[config.mk]
export PLATFORM = sky130hd
export DESIGN_NAME = hilo_muldiv_unit
export DESIGN_NICKNAME = d
export VERILOG_FILES = /design/src/rtl/hilo_muldiv_unit.sv
export SDC_FILE = /design/constraint.sdc
export NUM_CORES = 1
export LEC_CHECK = 0
export ABC_CLOCK_PERIOD_IN_PS = 11200
export CAP_MARGIN = 20
export CORE_UTILIZATION = 28
export DETAILED_ROUTE_END_ITERATION = 12
export PLACE_DENSITY = 0.43
export SLEW_MARGIN = 5
export SYNTH_ARGS = -nofsm -noshare
export SYNTH_HDL_FRONTEND = slang
export SYNTH_SLANG_ARGS = --single-unit
[constraint.sdc]
create_clock -name clk -period 11.2 [get_ports clk]
set_input_delay 2.8 -clock clk [delete_from_list [all_inputs] [get_ports clk]]
set_output_delay 2.8 -clock clk [all_outputs]
set_load 0.02 [all_outputs]
[src/rtl/hilo_muldiv_unit.sv]
// ---------------------------------------------------------------------------
// hilo_muldiv_unit
//
// Execute-stage HI/LO unit. Runs MULT/MULTU (shift-add) and DIV/DIVU
// (restoring division) one bit per cycle, and executes MTHI/MTLO in a single
// cycle. Owns the architectural HI/LO registers and requests a pipeline hold
// while a multiply or divide is in flight.
//
// Ports
//   clk    in   rising-edge clock
//   rst    in   synchronous active-high reset
//   start  in   E-stage instruction valid with a HI/LO write
//   op     in   3'b000 MULT, 001 MULTU, 010 DIV, 011 DIVU,
//               100 MTHI, 101 MTLO, others no-op
//   src_a  in   rs value: multiplicand / dividend / MTHI-MTLO data
//   src_b  in   rt value: multiplier / divisor
//   flush  in   cancel the E-stage instruction (any state)
//   stall  out  pipeline hold request (combinational)
//   done   out  one-cycle pulse in the cycle a mul/div result becomes visible
//   hi     out  HI register
//   lo     out  LO register
//
// Timing: with start seen in cycle 0, stall is high in cycles 0..WIDTH and
// the new HI/LO plus the done pulse appear in cycle WIDTH+1.
// ---------------------------------------------------------------------------
module hilo_muldiv_unit #(
    parameter int WIDTH = 32
) (
    input  logic             clk,
    input  logic             rst,
    input  logic             start,
    input  logic [2:0]       op,
    input  logic [WIDTH-1:0] src_a,
    input  logic [WIDTH-1:0] src_b,
    input  logic             flush,
    output logic             stall,
    output logic             done,
    output logic [WIDTH-1:0] hi,
    output logic [WIDTH-1:0] lo
);

    localparam int CNT_W = (WIDTH > 1) ? $clog2(WIDTH) : 1;

    localparam logic [2:0] OP_MTHI = 3'b100;
    localparam logic [2:0] OP_MTLO = 3'b101;

    typedef enum logic [1:0] {
        S_IDLE = 2'd0,
        S_RUN  = 2'd1,
        S_DONE = 2'd2
    } state_t;

    // ---------------------------------------------------------------------
    // State
    // ---------------------------------------------------------------------
    state_t             state_q;
    logic [CNT_W-1:0]   cnt_q;
    logic               is_div_q;   // 1: divide in flight, 0: multiply
    logic               neg_lo_q;   // negate product / quotient at the end
    logic               neg_hi_q;   // remainder takes the dividend sign
    logic               div0_q;     // divisor was zero
    logic [WIDTH-1:0]   raw_a_q;    // unmodified dividend for divide-by-zero
    logic [WIDTH-1:0]   opnd_q;     // |multiplicand| or |divisor|
    logic [WIDTH-1:0]   acc_q;      // product high half / partial remainder
    logic [WIDTH-1:0]   low_q;      // multiplier bits / dividend->quotient
    logic [WIDTH-1:0]   hi_q;
    logic [WIDTH-1:0]   lo_q;
    logic               done_q;

    // ---------------------------------------------------------------------
    // Operation decode and operand magnitudes
    // ---------------------------------------------------------------------
    logic             op_muldiv;
    logic             op_div;
    logic             op_signed;
    logic             a_neg;
    logic             b_neg;
    logic [WIDTH-1:0] mag_a;
    logic [WIDTH-1:0] mag_b;

    assign op_muldiv = (op[2] == 1'b0);
    assign op_div    = op[1];
    assign op_signed = ~op[0];
    assign a_neg     = op_signed & src_a[WIDTH-1];
    assign b_neg     = op_signed & src_b[WIDTH-1];
    // Two's-complement negation of the most negative value wraps to itself,
    // which read as unsigned is the correct magnitude.
    assign mag_a     = a_neg ? (~src_a + 1'b1) : src_a;
    assign mag_b     = b_neg ? (~src_b + 1'b1) : src_b;

    logic accept_muldiv;
    assign accept_muldiv = (state_q == S_IDLE) && start && !flush && op_muldiv;

    // Hold request is combinational so the pipeline freezes in the very cycle
    // the operation is accepted; reset overrides everything.
    assign stall = !rst && (accept_muldiv || (state_q == S_RUN));

    // ---------------------------------------------------------------------
    // One iteration of the datapath
    // ---------------------------------------------------------------------
    // Multiply: add the multiplicand when the current multiplier LSB is set,
    // then shift {sum, low} right by one. After WIDTH steps {acc, low} holds
    // the full 2*WIDTH-bit unsigned product.
    logic [WIDTH:0]   mul_sum;
    logic [WIDTH-1:0] mul_acc_n;
    logic [WIDTH-1:0] mul_low_n;

    assign mul_sum   = {1'b0, acc_q} + (low_q[0] ? {1'b0, opnd_q} : '0);
    assign mul_acc_n = mul_sum[WIDTH:1];
    assign mul_low_n = {mul_sum[0], low_q[WIDTH-1:1]};

    // Divide (restoring): shift the next dividend bit into the remainder and
    // subtract the divisor if it fits. The shifted remainder can be WIDTH+1
    // bits wide; when its top bit is set the subtraction always succeeds and
    // the true difference fits in WIDTH bits, so the wrapped WIDTH-bit
    // difference is exact.
    logic [WIDTH:0]   div_shift;
    logic             div_borrow;
    logic [WIDTH-1:0] div_sub;
    logic             div_fit;
    logic [WIDTH-1:0] div_acc_n;
    logic [WIDTH-1:0] div_low_n;

    assign div_shift              = {acc_q, low_q[WIDTH-1]};
    assign {div_borrow, div_sub}  = {1'b0, div_shift[WIDTH-1:0]} - {1'b0, opnd_q};
    assign div_fit                = div_shift[WIDTH] | ~div_borrow;
    assign div_acc_n              = div_fit ? div_sub : div_shift[WIDTH-1:0];
    assign div_low_n              = {low_q[WIDTH-2:0], div_fit};

    logic [WIDTH-1:0] step_acc;
    logic [WIDTH-1:0] step_low;

    assign step_acc = is_div_q ? div_acc_n : mul_acc_n;
    assign step_low = is_div_q ? div_low_n : mul_low_n;

    // ---------------------------------------------------------------------
    // Sign correction of the final iteration's result
    // ---------------------------------------------------------------------
    logic [2*WIDTH-1:0] prod_mag;
    logic [2*WIDTH-1:0] prod_fix;
    logic [WIDTH-1:0]   quo_fix;
    logic [WIDTH-1:0]   rem_fix;
    logic [WIDTH-1:0]   fin_hi;
    logic [WIDTH-1:0]   fin_lo;

    assign prod_mag = {step_acc, step_low};
    assign prod_fix = neg_lo_q ? (~prod_mag + 1'b1) : prod_mag;
    assign quo_fix  = neg_lo_q ? (~step_low + 1'b1) : step_low;
    assign rem_fix  = neg_hi_q ? (~step_acc + 1'b1) : step_acc;

    always_comb begin
        fin_hi = prod_fix[2*WIDTH-1:WIDTH];
        fin_lo = prod_fix[WIDTH-1:0];
        if (is_div_q) begin
            if (div0_q) begin
                // Divide by zero does not trap: all-ones quotient and the
                // dividend handed back untouched as the remainder.
                fin_hi = raw_a_q;
                fin_lo = '1;
            end else begin
                fin_hi = rem_fix;
                fin_lo = quo_fix;
            end
        end
    end

    // ---------------------------------------------------------------------
    // Control FSM and architectural registers
    // ---------------------------------------------------------------------
    always_ff @(posedge clk) begin
        if (rst) begin
            state_q  <= S_IDLE;
            cnt_q    <= '0;
            is_div_q <= 1'b0;
            neg_lo_q <= 1'b0;
            neg_hi_q <= 1'b0;
            div0_q   <= 1'b0;
            raw_a_q  <= '0;
            opnd_q   <= '0;
            acc_q    <= '0;
            low_q    <= '0;
            hi_q     <= '0;
            lo_q     <= '0;
            done_q   <= 1'b0;
        end else begin
            done_q <= 1'b0;
            if (flush) begin
                // Cancel whatever is in flight; HI/LO keep their old values.
                state_q <= S_IDLE;
                cnt_q   <= '0;
            end else begin
                case (state_q)
                    S_IDLE: begin
                        if (start) begin
                            if (op_muldiv) begin
                                state_q  <= S_RUN;
                                cnt_q    <= '0;
                                is_div_q <= op_div;
                                div0_q   <= (src_b == '0);
                                raw_a_q  <= src_a;
                                acc_q    <= '0;
                                // Quotient/product sign differs iff operand
                                // signs differ; remainder follows dividend.
                                neg_lo_q <= a_neg ^ b_neg;
                                neg_hi_q <= a_neg;
                                if (op_div) begin
                                    opnd_q <= mag_b;
                                    low_q  <= mag_a;
                                end else begin
                                    opnd_q <= mag_a;
                                    low_q  <= mag_b;
                                end
                            end else if (op == OP_MTHI) begin
                                hi_q <= src_a;
                            end else if (op == OP_MTLO) begin
                                lo_q <= src_a;
                            end
                        end
                    end
                    S_RUN: begin
                        acc_q <= step_acc;
                        low_q <= step_low;
                        cnt_q <= cnt_q + 1'b1;
                        if (cnt_q == CNT_W'(WIDTH - 1)) begin
                            hi_q    <= fin_hi;
                            lo_q    <= fin_lo;
                            done_q  <= 1'b1;
                            cnt_q   <= '0;
                            state_q <= S_DONE;
                        end
                    end
                    S_DONE: begin
                        state_q <= S_IDLE;
                    end
                    default: begin
                        state_q <= S_IDLE;
                    end
                endcase
            end
        end
    end

    assign done = done_q;
    assign hi   = hi_q;
    assign lo   = lo_q;

endmodule

# After elaboration in Yosys (flattened, before gate mapping)
# Index checks and enable logic that the tools add are counted.
[word_totals]
regBits = 204
in_bits = 71
wordCells = 105
[op_classes]
n_addsub = 8
n_eq_ne = 11
mux = 41
bitwise = 14
reduce_logical = 18
[ops]
columns = ["operator", "n"]
rows = [
  ["$mux W32", 27],
  ["$pmux W32 S2", 4],
  ["$add A32 B1 Y32 const B", 4],
  ["$not A32 Y32", 4],
  ["$add A64 B1 Y64 const B", 1],
  ["$mux W64", 1],
  ["$not A64 Y64", 1],
  ["$add A32 B32 Y33", 1],
  ["$sub A32 B32 Y33", 1],
  ["$logic_not A32 Y1", 1],
  ["$mux W5", 3],
  ["$pmux W5 S2", 1],
  ["$ne A2 B2 Y1 const B", 4],
  ["$reduce_and A4 Y1", 2],
  ["$reduce_and A7 Y1", 1],
  ["$eq A3 B3 Y1 const B", 2],
  ["$mux W2", 3],
  ["$ne A2 B1 Y1 const B", 3],
  ["$reduce_and A3 Y1", 2],
  ["$reduce_and A6 Y1", 1],
  ["$add A5 B1 Y5 const B", 1],
  ["$eq A5 B5 Y1 const B", 1],
  ["$not A1 Y1", 5],
  ["$logic_and A1 B1 Y1", 4],
  ["12 further kinds", 14],
]

# Longest topological paths before layout
# Gate-level depths: netlist (run 1).
[logic_depth]
word_depth = 12
mapped_depth = 26

# Least setup slack after synthesis (run 1)
# OpenSTA, ideal clock, no wires.
[synth_timing]
kind = "in2out"
startpoint = "input op[2]"
endpoint = "output stall"
arrival_ns = 4.131
path_slack_ns = 4.269
stages = 5
path_buffers = 2
path_cell_list = "nand2b_1 -> or4_1 -> clkbuf_1 -> clkbuf_1 -> a21oi_1"
[synth_via]
elab_chain_len = 4
[synth_lines]
columns = ["item", "line_no", "text"]
rows = [
  ["from (decl)", "32", "input logic [2:0] op,"],
  ["$not A1 Y1 (no line)", "n/a", ""],
  ["$logic_and A1 B1 Y1", "92", "assign accept_muldiv = (state_q == S_IDLE) && start && !flush && op_muldiv;"],
  ["$logic_or A1 B1 Y1", "96", "assign stall = !rst && (accept_muldiv || (state_q == S_RUN));"],
  ["$logic_and A1 B1 Y1", "96", ""],
  ["to (decl)", "36", "output logic stall,"],
]
# No other way between the ends.

# Worst setup path after layout (run 1)
[layout_timing]
startpoint = "input flush"
endpoint = "output stall"
[layout_via]
elab_chain_len = 5
[layout_lines]
columns = ["item", "line_no", "text"]
rows = [
  ["from (decl)", "35", "input logic flush,"],
  ["$logic_not A1 Y1", "92", ""],
  ["$logic_and A1 B1 Y1 (2 in series)", "92", ""],
  ["$logic_or A1 B1 Y1", "96", ""],
  ["$logic_and A1 B1 Y1", "96", ""],
]
# No other way between the ends.

==> results of run 1 <==
state kept, by name, indices dropped and copies added, names as in the netlist, 2 cells and up:
register,count
acc_q,32
state_q,2
hi,32
lo,32
cnt_q,5
opnd_q,32
low_q,32
raw_a_q,32
worst max path at each step:
| stage | start | endpoint | slack [ns] | cells after the start |
|---|---|---|---|---|
| 5_1_grt | flush | stall | 2.44 | 5 |
| 6_report | flush | stall | 2.46 | 5 |
| 3_5_place_dp | flush | stall | 2.50 | 5 |
| 3_3_place_gp | flush | stall | 2.57 | 5 |
| 4_1_cts | flush | stall | 2.49 | 5 |
| 2_1_floorplan | op[2] | stall | 4.27 | 5 |
power groups by stage:
stage / clock, mW / sequential, mW / combinational (mW)
2_1_floorplan: 0 / 0.788 / 0.380
3_3_place_gp: 0 / 0.789 / 0.602
3_5_place_dp: 0 / 0.790 / 0.605
4_1_cts: 0.906 / 0.774 / 0.607
5_1_grt: 0.935 / 0.777 / 0.661
6_report: 0.891 / 0.774 / 0.618
layout make-up:
type / count / area (um2)
well taps: 846 / 1059
multi-input cells: 2090 / 13070
flip-flops and latches: 204 / 4089
inverters: 76 / 285.3
fillers: 6824 / 42360
clock inverters: 13 / 122.6
clock buffers: 35 / 755.7
repair buffers: 179 / 1680
per-stage QoR:
step	total power [mW]	cells	hold slack, ns	setup slack, ns	util, %
floorplan	1.168	2543	0.4287	4.269	-
global placement	1.391	3394	0.4416	2.566	31.81
detailed placement	1.395	3395	0.4466	2.503	31.83
CTS	2.287	3443	0.4555	2.488	33.21
global route	2.373	3443	0.4726	2.435	33.21
finish	2.283	3443	0.4531	2.465	33.21
worst reg2reg max path, delay by kind of cell (launching register included):
kind,cells,cell delay (ns)
AO/OA/AOI/OAI,9,2.63
XOR/XNOR,1,0.07
adder cells (fa/ha/maj),2,0.64
buffers and inverters,2,0.24
flip-flops,1,0.39
AND/OR/NAND/NOR,9,2.60
logic make-up (layout without fill, tap and decap cells):
group                      after synthesis  count (layout)  synth area share, %
xor gates and xnor gates               165             165                7.991
and+or+nand+nor                        959             959                24.79
muxes                                   64              64                3.605
adders and majority gates               72              72                5.065
DFF                                    204             204                22.58
buffers and inverters                  249             303                5.411
AOI/OAI and AO/OA                      830             830                30.55
per-layer routing:
metal / track usage, % / up-vias
met5: 0 / -
met4: 8.799 / 0
met3: 4.862 / 133
met2: 38.72 / 747
met1: 33.79 / 9475
li1: - / 9313
placed cells by master, fill, tap and decap left out, types with 7 or more instances in the layout:
master	count
or3_1	20
clkdlybuf4s50_1	134
nor2_1	261
o21bai_1	11
nand2b_1	30
buf_4	43
o311a_1	11
nand4_1	22
a21o_1	22
o21ai_0	170
o21ai_1	14
mux2i_1	55
dfxtp_1	202
nor3b_1	8
clkinv_2	8
o221ai_1	9
clkbuf_16	27
a221oi_1	7
nand3_1	25
nor4_1	21
a31oi_1	60
a21oi_1	219
nand2_1	349
or2_2	14
inv_1	73
nor2b_1	11
a211oi_1	54
a311oi_1	12
o22ai_1	17
xnor2_1	96
ha_1	70
xor2_1	69
a22oi_1	33
o31ai_1	29
nor3_1	78
o21a_1	19
o211ai_1	58
and2_1	42
and3_1	19
==> metrics, run 1 <==
Worst Max-Slew Pin Slew=1.047 ns; grt total ovfl=0; Min-Delay Path Class=flop to flop; clock sinks=204; Ys Warns=0; Max Cap Viol=0; Leak Pwr=7.547 nW; ys flop type=dfxtp_1; run status=completed; Bufs on Longest Clock Path=3; Skew-Pair Late Insertion Delay=0.57 ns; DIE HEIGHT=256.1 um; width of the die=256.1 um; hold endpoint=raw_a_q[1]$_SDFFE_PP0P_; Hold Fails Final Rpt=0; switching pwr=809.7 uW; synth top area cells=dfxtp_1, nand2_1, a21oi_1; Crit Path Category=input pin to primary output; fin crit period=8.735 ns; internal cell power=1.473 mW; startpoint types=input pin; R2R Path End=hi[14]$_SDFFE_PP0P_; GPL Wtd Cong=0.9679; min-delay src=raw_a_q[1]$_SDFFE_PP0P_; initial antenna violation count=2; Synth Instances=2543; Max VDD drop=0.1069 mV; cts hold-fix bufs=0; number of synthesized flops with an enable pin=0; post-cts sizing count=0; global-route wire length before repair=123900 um; top-count cell post-synth=nand2_1; vias in the first global route=18590; Synth top area share=22.58%; Core Region=0.06343 mm2; crit-path max FO=38; R2R Setup Slk=4.57 ns; hold-critical path depth=2; share of layout cells above drive strength 1=6.854%; Reg2Reg Depth=23; metal1 wirelength=38060 um; row count=92; Nets=2721; Switching Share=35.47%; Slowest-stage cell, CP=or4_2; CP Cell Sequence=clkdlybuf4s50_1 -> or4_2 -> buf_4 -> a21oi_1 -> clkdlybuf4s50_1; Final Cell Area=0.02106 mm2; Worst Path Required=8.40 ns; setup bufs post-CTS=0; synthesized area per cell=7.111 um2; worst clock skew=0.01781 ns; register share of total power=33.9%; WL final=84570 um; Total Routing Usage GR=24.84%; H-tree depth=1; register bit count reported by yosys=204; Slew Viols, Final=0; Initial Util=28.51%; Routed Antenna Nets=0; Max-slew headroom=29.97%; synthesized area=0.01808 mm2; power share of the combinational group=27.1%; crit share post-route=78.00%; Layout area overhead=16.48%; pin count of the biggest net entering global routing=68; HPWL Detailed=65630 um; critical path's most frequent cell=clkdlybuf4s50_1; syn nets=2686; CTS Root Cell=clkbuf_16; clock tree from TritonCTS=built; FMAX=0.1145 GHz; pwr dens=108.4 mW/mm2; die area=0.06561 mm2; Routed met3 length=6391 um; FFs w/ async S/R, synth=0%; placed inst area=0.02019 mm2; Clock Pin Slew Worst Setup and Hold Paths=0.06 ns; # IOs=137; PortBufs=136; clock power share=39.0%; Sum Neg Setup Slack=0 ns; critical path endpoint category=primary output; RSZ-0062 raised after global routing=false; Vias=19670; Post-synth top cells=nand2_1, nor2_1, a21oi_1; area leader, netlist=dfxtp_1; highest metal used=met4; drt via density=5.712; CP Buf/Inv Count=3; 1st-iter DRT viols=1653; Yosys cell types=109; Finish-stage setup viols=0; R2R Path Start=opnd_q[19]$_SDFFE_PP0P_; met2 WL=36940 um; Worst Path Arrival=5.94 ns; total CTS buffers=27; DRC=0; sequential area share after synthesis=22.58%; ANT cells=0; post-DR wirelength/cell=24.56 um; slowest stage delay, CP=0.77 ns; Detailed Routing Iterations Pass 1=5; delay-heaviest family, CP=buffers and inverters
Note: power is estimated with default switching activity, not from simulation.
==> inputs of run 2 (changes only) <==
--- a/config.mk
+++ b/config.mk
@@ -5,7 +5,7 @@
 export SDC_FILE = /design/constraint.sdc
 export NUM_CORES = 1
 export LEC_CHECK = 0
-export ABC_CLOCK_PERIOD_IN_PS = 11200
+export ABC_CLOCK_PERIOD_IN_PS = 9100
 export CAP_MARGIN = 20
 export CORE_UTILIZATION = 28
 export DETAILED_ROUTE_END_ITERATION = 12
==> constraint.sdc (replaced) <==
create_clock -name clk -period 9.1 [get_ports clk]
set_input_delay 2.275 -clock clk [delete_from_list [all_inputs] [get_ports clk]]
set_output_delay 2.275 -clock clk [all_outputs]
set_load 0.02 [all_outputs]
==> run 2 against run 1 <==
  * Clock-buffer cell count rose by 4
  * Via count shrank 0.61%
  * Flip-flop and latch count unchanged
  * Die area unchanged
  * Sequential share of layout area increased by 0.073 points
==> metrics, run 2 (synthesis gave the netlist of run 1 again) <==
commonest non-fill, non-tap cells in the layout=nand2_1, nor2_1, a21oi_1, dfxtp_1, o21ai_0; commonest non-fill, non-tap cell in the layout=nand2_1; Worst Max-Slew Pin Slew=1.181 ns (+0.1345 ns); Min-Delay Path Class=flop to flop; worst setup margin=1.393 ns (-1.071 ns); grt total ovfl=0 (unchanged); width of the die=256.1 um (unchanged); Vias=19550 (-0.61%); hold-critical path depth=2 (unchanged); placed cell count=3387 (-0.24%); Detailed Routing Iterations Pass 1=6 (+1); cts hold-fix bufs=0 (unchanged); R2R Path Start=low_q[31]$_SDFFE_PP0P_; startpoint types=input pin; Max VDD drop=0.1290 mV (+21%); CTS Root Cell=clkbuf_16; placed inst area=0.02015 mm2 (-0.19%); worst clock skew=0.02432 ns (+0.006502 ns); Worst Setup SP=flush; Worst Path Required=6.83 ns (-1.57 ns); global-route wire length before repair=126400 um (+2.0%); WL final=85970 um (+1.7%); critical path endpoint category=primary output; Routed Antenna Nets=0 (unchanged); final std cells w/o fill=3429 (-0.41%); Core Region=0.06343 mm2 (unchanged); HPWL Detailed=65880 um (+0.37%); vias in the first global route=18770 (+0.98%); DP Worst Slack=1.499 ns (-1.004 ns); Skew-Pair Late Insertion Delay=0.57 ns (about the same); total CTS buffers=26 (-3.7%); Worst Path Arrival=5.43 ns (-0.51 ns); R2R Setup Slk=2.49 ns (-2.08 ns); # IOs=137 (unchanged); PortBufs=136 (unchanged); fin crit period=7.707 ns; Bufs on Longest Clock Path=3 (unchanged); Nets=2713 (-0.29%); initial antenna violation count=2 (unchanged); post-DR wirelength/cell=25.07 um (+2.1%); crit-path max FO=41 (+7.9%); Layout Utilization=33.09% (-0.12 points); min-delay src=raw_a_q[2]$_SDFFE_PP0P_; RSZ-0062 raised after global routing=false; Pwr Total=2.762 mW (+21%); row count=92 (unchanged); run status=completed; 1st-iter DRT viols=1782 (+7.8%); ANT cells=0 (unchanged); Worst Hold Slack=0.4542 ns (+0.001076 ns); Max-slew headroom=20.26% (-9.7 points); setup bufs post-CTS=0 (unchanged); Sum Neg Setup Slack=0 ns (unchanged); Total Routing Usage GR=25.40% (+0.56 points); share of layout cells above drive strength 1=6.310% (-0.54 points); Final Cell Area=0.02099 mm2 (-0.37%); Reg2Reg Depth=22 (-4.3%); Slew Viols, Final=0 (unchanged); Crit Path Category=input pin to primary output; pwr dens=131.6 mW/mm2 (+21%); die area=0.06561 mm2 (unchanged); FMAX=0.1298 GHz; Max Cap Viol=0 (unchanged); clock sinks=204 (unchanged); R2R Path End=hi[20]$_SDFFE_PP0P_; drt via density=5.701 (-0.20%); hold endpoint=raw_a_q[2]$_SDFFE_PP0P_; post-cts sizing count=0 (unchanged); Finish-stage setup viols=0 (unchanged); DIE HEIGHT=256.1 um (unchanged); GPL Wtd Cong=0.8976 (-7.3%); Leak Pwr=7.496 nW (-0.68%); Clock Pin Slew Worst Setup and Hold Paths=0.06 ns (about the same); H-tree depth=1 (unchanged); Initial Util=28.51% (unchanged); crit share post-route=84.69%; clock tree from TritonCTS=built; pin count of the biggest net entering global routing=112 (+65%); Hold Fails Final Rpt=0 (unchanged); Layout area overhead=16.04%; DRC=0 (unchanged)
run 2: final cells by class:
cell class	count	area, um2
Clock buffer	39	790.8
Clock inverter	2	35.03
Fill cell	6953	42440
Inverter	76	285.3
Multi-Input combinational cell	2090	13080
Sequential cell	204	4089
Tap cell	846	1059
Timing Repair Buffer	172	1644
run 2: worst max-delay path by stage:
stage                        to  slack, ns  depth (start not counted)
after floorplan           stall       3.22                          5
after global placement    stall       1.53                          5
after CTS                 stall       1.48                          5
final                     stall       1.39                          5
after global routing      stall       1.41                          5
after detailed placement  stall       1.50                          5
run 2: per-layer routing:
| layer | GRT usage (%) | vias up | part of all wire [%] |
|---|---|---|---|
| met2 | 40.33 | 692 | 45 |
| met4 | 7.851 | 2 | 3.3 |
| met3 | 3.803 | 122 | 6.1 |
| met5 | 0 | - | 0.015 |
| li1 | - | 9273 | - |
| met1 | 35.09 | 9459 | 46 |
run 2: worst max-delay path: stages:
cell,delay [ns]
clkdlybuf4s50_1,0.83
or4_2,0.79
buf_4,0.32
a21oi_1,0.48
clkdlybuf4s50_1,0.71
run 2: power breakdown:
| group | internal, mW | switching [mW] | total, mW | leakage [nW] |
|---|---|---|---|---|
| clock | 0.617 | 0.431 | 1.05 | 0.407 |
| sequential | 0.923 | 0.0303 | 0.954 | 1.66 |
| combinational | 0.251 | 0.509 | 0.760 | 5.43 |
| total | 1.79 | 0.971 | 2.76 | 7.50 |
